## config.mk

```make
export PLATFORM = sky130hd
export DESIGN_NAME = pmp_napot_decode
export DESIGN_NICKNAME = d
export VERILOG_FILES = /design/src/rtl/pmp_pkg.sv /design/src/rtl/pmp_napot_decode.sv
export SDC_FILE = /design/constraint.sdc
export NUM_CORES = 1
export LEC_CHECK = 0
export ABC_AREA = 1
export CAP_MARGIN = 25
export CORE_ASPECT_RATIO = 1.1
export CORE_MARGIN = 2
export CORE_UTILIZATION = 44
export DETAILED_ROUTE_END_ITERATION = 16
export PLACE_DENSITY = 0.94
export SLEW_MARGIN = 20
export SYNTH_ARGS = -nofsm -noshare
export SYNTH_HDL_FRONTEND = slang
export SYNTH_SLANG_ARGS = --single-unit
export TNS_END_PERCENT = 30
```

## constraint.sdc

```tcl
create_clock -name vclk -period 4.3
set_clock_uncertainty 0.1 [all_clocks]
set_input_delay 0.645 -clock vclk [all_inputs]
set_output_delay 0.645 -clock vclk [all_outputs]
set_load 0.005 [all_outputs]
```

## src/rtl/pmp_pkg.sv

```systemverilog
// Shared PMP types and helpers: cfg layout, address-matching modes, access kinds.
// Honours `PMP_TOR_EN` (TOR mode) when legalising cfg writes.
package pmp_pkg;

  typedef enum logic [1:0] {
    PMP_OFF   = 2'd0,
    PMP_TOR   = 2'd1,
    PMP_NA4   = 2'd2,
    PMP_NAPOT = 2'd3
  } pmp_mode_t;

  typedef struct packed {
    logic      l;
    logic [1:0] rsvd;
    pmp_mode_t a;
    logic      x;
    logic      w;
    logic      r;
  } pmp_cfg_t;

  typedef enum logic [1:0] {
    ACC_READ  = 2'd0,
    ACC_WRITE = 2'd1,
    ACC_EXEC  = 2'd2
  } pmp_acc_t;

  // Turns a raw cfg byte into what the register actually stores.
  function automatic pmp_cfg_t pmp_cfg_legalize(input logic [7:0] raw);
    pmp_cfg_t c;
    c      = pmp_cfg_t'(raw);
    c.rsvd = 2'b00;
    if (c.w && !c.r) begin
      c.x = 1'b0;
      c.w = 1'b0;
    end
`ifndef PMP_TOR_EN
    if (c.a == PMP_TOR) c.a = PMP_OFF;
`endif
    return c;
  endfunction

  function automatic logic pmp_perm_ok(input pmp_cfg_t c, input logic [1:0] acc);
    case (pmp_acc_t'(acc))
      ACC_READ:  return c.r;
      ACC_WRITE: return c.w;
      ACC_EXEC:  return c.x;
      default:   return 1'b0;
    endcase
  endfunction

endpackage

```

## src/rtl/pmp_napot_decode.sv

```systemverilog
// Turns one pmpaddr plus its mode into mask/match form for NA4 and NAPOT regions.
module pmp_napot_decode
  import pmp_pkg::*;
#(
  parameter int W = 30
) (
  input  logic [W-1:0] addr_i,
  input  pmp_mode_t    mode_i,
  output logic [W-1:0] mask_o,
  output logic [W-1:0] match_o
);

  logic [W-1:0] dont_care;

  always_comb begin
    mask_o    = '0;
    match_o   = '0;
    // Trailing ones plus the first zero above them; all-ones wraps to a full don't-care.
    dont_care = addr_i ^ (addr_i + W'(1));
    case (mode_i)
      PMP_NA4: begin
        mask_o  = '1;
        match_o = addr_i;
      end
      PMP_NAPOT: begin
        mask_o  = ~dont_care;
        match_o = addr_i & ~dont_care;
      end
      default: ;
    endcase
  end

endmodule

```

==> report_table.html <==
<table>
<tr><th>Metric</th><th>Value</th></tr>
<tr><th colspan="2">Run status</th></tr>
<tr><td>Result of the run</td><td>finished clean</td></tr>
<tr><th colspan="2">Worst hold path</th></tr>
<tr><td>Startpoint of the lowest-slack hold path</td><td>addr_i[29]</td></tr>
<tr><td>Min-delay worst type</td><td>input port to output port</td></tr>
<tr><th colspan="2">Worst setup path</th></tr>
<tr><td>Data required time at the worst endpoint</td><td>3.56 ns</td></tr>
<tr><td>Largest fanout on the critical path</td><td>7</td></tr>
<tr><td>Kind of critical path</td><td>input port to output port</td></tr>
<tr><td>Worst path cell trace</td><td>clkdlybuf4s50_1 &gt; ha_1 &gt; nand2_1 &gt; nor2_1 &gt; nand2_1 &gt; nor2_1 &gt; nand2_1 &gt; ha_1 &gt; xnor2_1 &gt; o21ai_0 &gt; clkdlybuf4s50_1</td></tr>
<tr><td>Data arrival time of the critical path</td><td>3.26 ns</td></tr>
<tr><td>Endpoint class of the critical path</td><td>output port</td></tr>
<tr><td>Startpoint kind of the worst setup timing path</td><td>input port</td></tr>
<tr><td>Cell class contributing the biggest share of worst-path delay</td><td>buffers and inverters</td></tr>
<tr><td>Crit. Startpoint</td><td>addr_i[1]</td></tr>
<tr><td>Cell mode on critical path</td><td>sky130_fd_sc_hd__nand2_1</td></tr>
<tr><td>Critical-path top delay cell</td><td>sky130_fd_sc_hd__clkdlybuf4s50_1</td></tr>
<tr><td>Critical Path Max Stage Delay</td><td>between 0.6 and 0.7 ns</td></tr>
<tr><td>Count of buffer and inverter cells on the critical path</td><td>2</td></tr>
<tr><th colspan="2">Run</th></tr>
<tr><td>Number of max-cap violations</td><td>0</td></tr>
<tr><th colspan="2">Global route</th></tr>
<tr><td>Met1 layer usage reported by global route</td><td>between 20% and 30%</td></tr>
<tr><td>Global-route wire length before repair</td><td>9.29 mm</td></tr>
<tr><td>Routing usage on met2</td><td>a little over half</td></tr>
<tr><td>Number of antenna violations at the first check in global routing</td><td>0</td></tr>
<tr><td>Vias in the first global route</td><td>2,207</td></tr>
<tr><td>Residual overflow from global routing</td><td>0</td></tr>
<tr><td>Global-route track usage on met3</td><td>2.44%</td></tr>
<tr><td>Total global routing track utilization</td><td>25.5%</td></tr>
<tr><td>Highest-utilization routing layer at the global route stage</td><td>met2</td></tr>
<tr><td>Maximum number of pins on one net before global-route repair</td><td>32</td></tr>
<tr><th colspan="2">Place</th></tr>
<tr><td>Number of port buffers</td><td>92</td></tr>
<tr><td>Placed inst area</td><td>2580 um^2</td></tr>
<tr><td>Global placement routability congestion</td><td>approximately 0.89</td></tr>
<tr><td>Setup slack at placement</td><td>a little over 0.3 ns</td></tr>
<tr><td>Total half-perimeter wirelength after legalization and detailed placement</td><td>4.28 mm</td></tr>
<tr><th colspan="2">Layout</th></tr>
<tr><td>Fin nets</td><td>448</td></tr>
<tr><td>Area occupied by registers</td><td>0 um^2</td></tr>
<tr><td>Count of sequential standard cells</td><td>0</td></tr>
<tr><td>Clk_buf instances</td><td>0</td></tr>
<tr><td>Fraction of layout instances using a drive strength above 1</td><td>1.30%</td></tr>
<tr><td>Multi-input gate area in the final layout</td><td>1520 um^2</td></tr>
<tr><td>Layout area overhead</td><td>54.7%</td></tr>
<tr><td>Cell area after layout</td><td>2580 um^2</td></tr>
<tr><td>Fill cell total of the finished layout</td><td>345</td></tr>
<tr><td>Ant diodes</td><td>0</td></tr>
<tr><th colspan="2">Pwr</th></tr>
<tr><td>Switching power</td><td>0.000111 W</td></tr>
<tr><td>Leak Pwr</td><td>1.06 nW</td></tr>
<tr><td>Power per standard cell area</td><td>between 100 and 150 nW/um^2</td></tr>
<tr><td>Final Total Pwr</td><td>0.000258 W</td></tr>
<tr><td>Internal power</td><td>0.000147 W</td></tr>
<tr><td>Switching share of power</td><td>43.1%</td></tr>
<tr><td>Portion of total power attributed to sequential cells</td><td>0%</td></tr>
<tr><td>Logic gate share of total power</td><td>100.0%</td></tr>
<tr><td>Clock power share</td><td>0%</td></tr>
<tr><td>IR drop worst, VDD</td><td>0.0480 mV</td></tr>
<tr><th colspan="2">Floorplanning</th></tr>
<tr><td>Vert. Die Dim</td><td>68.6 um</td></tr>
<tr><td>Die width</td><td>between 60 and 70 um</td></tr>
<tr><td>Starting Density</td><td>a little under half</td></tr>
<tr><td>Number of top-level pins</td><td>92</td></tr>
<tr><td>Total die area</td><td>around 4300 um^2</td></tr>
<tr><td>Area of the core</td><td>3630 um^2</td></tr>
<tr><td>Rows</td><td>23</td></tr>
<tr><th colspan="2">STA</th></tr>
<tr><td>Setup slack after layout</td><td>about 0.29 ns</td></tr>
<tr><td>Final min period</td><td>4.01 ns</td></tr>
<tr><td>Unrepaired setup endpoints after global routing</td><td>no</td></tr>
<tr><td>Final setup violation count</td><td>0</td></tr>
<tr><td>Final Max Tran Viols</td><td>0</td></tr>
<tr><td>Final worst-path cycle share</td><td>93.2%</td></tr>
<tr><td>Max_slew headroom</td><td>69.3%</td></tr>
<tr><td>Actual transition at the worst max-transition pin</td><td>between 0.4 and 0.5 ns</td></tr>
<tr><td>FMAX</td><td>0.250 GHz</td></tr>
<tr><td>Hold Slack</td><td>2.22 ns</td></tr>
<tr><td>Final-report hold violation count</td><td>0</td></tr>
<tr><td>Setup TNS Final</td><td>0 ns</td></tr>
<tr><th colspan="2">Logic synthesis</th></tr>
<tr><td>Post-synthesis cell count</td><td>304</td></tr>
<tr><td>Unique cell type count in the Yosys netlist</td><td>19</td></tr>
<tr><td>Synth Net Count</td><td>366</td></tr>
<tr><td>Sequential element share of the synthesized area</td><td>0%</td></tr>
<tr><td>Synth top area share</td><td>25.2%</td></tr>
<tr><td>Netlist area before placement</td><td>1670 um^2</td></tr>
<tr><td>Synthesized area per cell</td><td>between 5 and 6 um^2</td></tr>
<tr><td>Top cells by area in the synthesized netlist</td><td>sky130_fd_sc_hd__nand2_1 (25%), sky130_fd_sc_hd__ha_1 (23%), sky130_fd_sc_hd__xnor2_1 (14%)</td></tr>
<tr><td>Yosys top cell by area</td><td>sky130_fd_sc_hd__nand2_1</td></tr>
<tr><td>Number of warning messages in the yosys log</td><td>0</td></tr>
<tr><th colspan="2">Clocking</th></tr>
<tr><td>Post-CTS Hold Fix Bufs</td><td>0</td></tr>
<tr><td>Number of instances resized during post-cts repair</td><td>0</td></tr>
<tr><td>Number of post-CTS setup repair buffers</td><td>0</td></tr>
<tr><th colspan="2">Routing</th></tr>
<tr><td>Vias per inst</td><td>5.20</td></tr>
<tr><td>Routed WL</td><td>5.38 mm</td></tr>
<tr><td>WL/cell</td><td>around 12 um</td></tr>
<tr><td>Iteration-0 DRC Markers</td><td>89</td></tr>
<tr><td>Number of nets with antenna violations after detailed routing</td><td>0</td></tr>
<tr><td>Total number of vias</td><td>~2.3k</td></tr>
<tr><td>Detailed-router iteration count before antenna repair</td><td>4</td></tr>
<tr><td>DR DRC count</td><td>0</td></tr>
</table>
-- per-layer routing --
layer | wire length [um] | up-vias
met1 | 2300 | 1041
met2 | 2800 | 74
met5 | 0 | -
li1 | - | 1141
met3 | 281 | 0
met4 | 0 | 0
-- layout by cell type, fill, tap and decap left out --
master,count
sky130_fd_sc_hd__inv_1,15
sky130_fd_sc_hd__a31oi_1,1
sky130_fd_sc_hd__o21ai_1,10
sky130_fd_sc_hd__clkinv_2,1
sky130_fd_sc_hd__nand3_1,30
sky130_fd_sc_hd__o21ai_0,18
sky130_fd_sc_hd__a211oi_1,1
sky130_fd_sc_hd__clkdlybuf4s50_1,92
sky130_fd_sc_hd__a21oi_1,1
sky130_fd_sc_hd__ha_1,30
sky130_fd_sc_hd__or2_4,1
sky130_fd_sc_hd__inv_2,1
sky130_fd_sc_hd__and2_1,3
sky130_fd_sc_hd__nand2_1,112
sky130_fd_sc_hd__xnor2_1,27
sky130_fd_sc_hd__buf_4,2
sky130_fd_sc_hd__nor2_1,39
-- cell families (layout without fill, tap and decap cells) --
family | after synthesis | count (layout) | share of synthesized area [%]
compound gates | 31 | 31 | 9.53
xor+xnor | 27 | 27 | 14.2
fa+ha+maj | 30 | 30 | 22.5
buf+inv | 31 | 111 | 9.08
simple gates | 185 | 185 | 44.7
-- cell type report --
class              count  share of cell area, %
well taps             50                   2.43
multi-input cells    273                   58.8
inverters             17                   2.52
repair buffers        94                   36.3
-- power by group through the flow --
| stage | registers [W] | clock network [W] | logic (W) |
|---|---|---|---|
| 2_1_floorplan | 0 | 0 | 0.000109 |
| 3_3_place_gp | 0 | 0 | 0.000250 |
| 3_5_place_dp | 0 | 0 | 0.000258 |
| 4_1_cts | 0 | 0 | 0.000260 |
| 5_1_grt | 0 | 0 | 0.000284 |
| 6_report | 0 | 0 | 0.000258 |
-- cells in the mapped netlist --
library cell	number
sky130_fd_sc_hd__nand2_1	112
sky130_fd_sc_hd__or2_4	1
sky130_fd_sc_hd__and2_1	3
sky130_fd_sc_hd__inv_2	1
sky130_fd_sc_hd__a31oi_1	1
sky130_fd_sc_hd__nor2_1	39
sky130_fd_sc_hd__buf_1	1
sky130_fd_sc_hd__buf_2	3
sky130_fd_sc_hd__o21ai_1	10
sky130_fd_sc_hd__buf_6	4
sky130_fd_sc_hd__a21oi_1	1
sky130_fd_sc_hd__a211oi_1	1
sky130_fd_sc_hd__ha_1	30
sky130_fd_sc_hd__xnor2_1	27
sky130_fd_sc_hd__clkinv_2	1
sky130_fd_sc_hd__clkbuf_1	6
sky130_fd_sc_hd__nand3_1	30
sky130_fd_sc_hd__o21ai_0	18
sky130_fd_sc_hd__inv_1	15
-- path summary, 6_finish.rpt --
path                      end  depth (start not counted)
setup / recovery   mask_o[24]                         11
hold / removal    match_o[29]                          4
-- through the flow --
stage,utilization [%],instances
floorplan,-,304
global placement,71.1,434
detailed placement,71.1,434
CTS,71.1,434
global route,71.1,434
finish,71.1,434
Note: power is estimated with default switching activity, not from simulation.
==> patch (same flow settings) <==
Set the parameter `W` to 34 (it was 30).
--- a/src/rtl/pmp_napot_decode.sv
+++ b/src/rtl/pmp_napot_decode.sv
@@ -2,7 +2,7 @@
 module pmp_napot_decode
   import pmp_pkg::*;
 #(
-  parameter int W = 30
+  parameter int W = 34
 ) (
   input  logic [W-1:0] addr_i,
   input  pmp_mode_t    mode_i,
Interface: changed (resized addr_i, mask_o and match_o); port bits go from 92 to 104. No check against the original RTL was run, so the function may have changed too.
==> patch against the unedited design <==
Maximum frequency is 1.4% lower. Design area up 14%. Area after synthesis rose by 14%. Total power up 15%. Worst setup slack got worse by 0.058 ns. Wire length up 18%. Global-route usage grew 0.20 points. Largest power group unchanged. Highest routed layer is now met4.
==> patch: results (changes against the unedited design) <==
[power_and_ir_drop]
peakVddDrop_v = 0.0000597  ; +24%
switchingPower_uw = 128  ; +15%
leakage_nw = 1.26  ; +19%
pg_comb_uw = 296  ; +15%

[grt]
grt_pass1_wl_mm = 10.3  ; +11%
grt_max_degree = 35  ; +9.4%
grt_pass1_vias = 2358  ; +6.8%
antenna_found_initial = 0  ; unchanged
grtUsageTotal = 0.257  ; +0.00199

[placement]
port_buffers = 104  ; +13%
pre_cts_ws_ns = 0.247  ; -0.0581 ns
dpl_cell_area_um2 = 2940  ; +14%
dp.cells = 486  ; +12%
hpwl_mm = 4.82  ; +13%
gp_congestion = 0.880  ; -0.95%

[synthesis]
yosysWarnings = 0  ; unchanged
yosysSeqAreaShare = 0  ; unchanged
syn-num-nets = 412  ; +13%
synthXorXnorAreaFrac = 0.147  ; +0.00557
avgSynthCellArea_um2 = 5.56  ; +1.4%
synthAdderAreaFrac = 0.224  ; -0.00139
synth_common_cells = nand2_1 (113), nand3_1 (47), o21ai_0 (35), ha_1 (34), xnor2_1 (32)
synth_compound_area_frac = 0.0955  ; +0.000112
post_synth_main_area_contributors = ha_1 (22%), nand2_1 (22%), xnor2_1 (15%), nand3_1 (12%), o21ai_0 (9.2%)
synth_cell_types = 19  ; unchanged
synth_mux_area_frac = 0  ; unchanged

[layout]
fill_cells = 371  ; +7.5%
clkbuf_count = 0  ; unchanged
nets = 504  ; +13%
drive_gt1_frac = 0.0162  ; +0.00318
nFlopsAndLatches = 0  ; unchanged

[detailed_routing]
met1Wirelength_mm = 2.55  ; +11%
totalWireLength_mm = 6.34  ; +18%
vias_per_cell = 5.29  ; +1.7%
drt-pass1-iter-count = 4  ; unchanged
wl_met3_um = 405  ; +44%
met2_length_mm = 3.24  ; +16%
initialDrtViolationCount = 216  ; +140%
routed.top_layer = met4
vias = 2570  ; +14%

[clocking]
cts_resized = 0  ; unchanged
post-cts-setup-buffers = 0  ; unchanged

[sta]
max_slew_margin = 0.482  ; -0.211

[worst_setup_path]
cp.arrival_ns = 3.32  ; +0.06 ns
cp_max_fo = 5  ; -2
critPathSlowestCell = clkdlybuf4s50_1
slowest_delay_ns = 0.59  ; -0.02 ns

[outcome]
status = completed

-- patch: cell count changes after synthesis, moves of 2 or more --
cell,unedited run,this run
nor2_1,39,30
o21ai_0,18,35
inv_1,15,25
o21ai_1,10,0
xnor2_1,27,32
nand3_1,30,47
and2_1,3,1
clkbuf_1,6,11
ha_1,30,34
-- patch: layer usage --
| metal | vias to the layer above | track usage |
|---|---|---|
| li1 | 1287 | - |
| met1 | 1167 | 0.317 |
| met2 | 104 | 0.486 |
| met3 | 12 | 0.00463 |
| met4 | 0 | 0.0635 |
| met5 | - | 0 |
-- patch: logic make-up after synthesis --
family | count (synthesis)
xor gates and xnor gates | 32
adders and majority gates | 34
AOI/OAI and AO/OA | 36
and+or+nand+nor | 195
buffers and inverters | 45
-- patch: per-stage QoR --
stage	power [mW]	util	hold WS, ns
6_report	0.296	0.695	2.21
5_1_grt	0.326	0.695	2.25
4_1_cts	0.298	0.695	2.22
3_5_place_dp	0.296	0.695	2.22
3_3_place_gp	0.290	0.695	2.21
2_1_floorplan	0.124	-	1.28
-- patch: final cells by class --
| class | count | area [um^2] | share of cell area |
|---|---|---|---|
| Inverter | 27 | 106 | 0.0362 |
| Multi-Input combinational cell | 297 | 1690 | 0.576 |
| Tap cell | 54 | 67.6 | 0.0230 |
| Timing Repair Buffer | 108 | 1070 | 0.365 |
-- patch: path summary, 6_finish.rpt --
| kind | startpoint | cells past startpoint | slack, ns | end |
|---|---|---|---|---|
| hold / removal | addr_i[33] | 4 | 2.21 | match_o[33] |
| setup / recovery | addr_i[1] | 11 | 0.24 | mask_o[28] |
-- patch: worst max-delay path: cells and delay by family --
kind                     cells  cell delay (ns)
XOR/XNOR                     1             0.12
AO/OA/AOI/OAI                1             0.15
adder cells (fa/ha/maj)      2             0.52
AND/OR/NAND/NOR              4             0.71
buffers and inverters        3             1.17
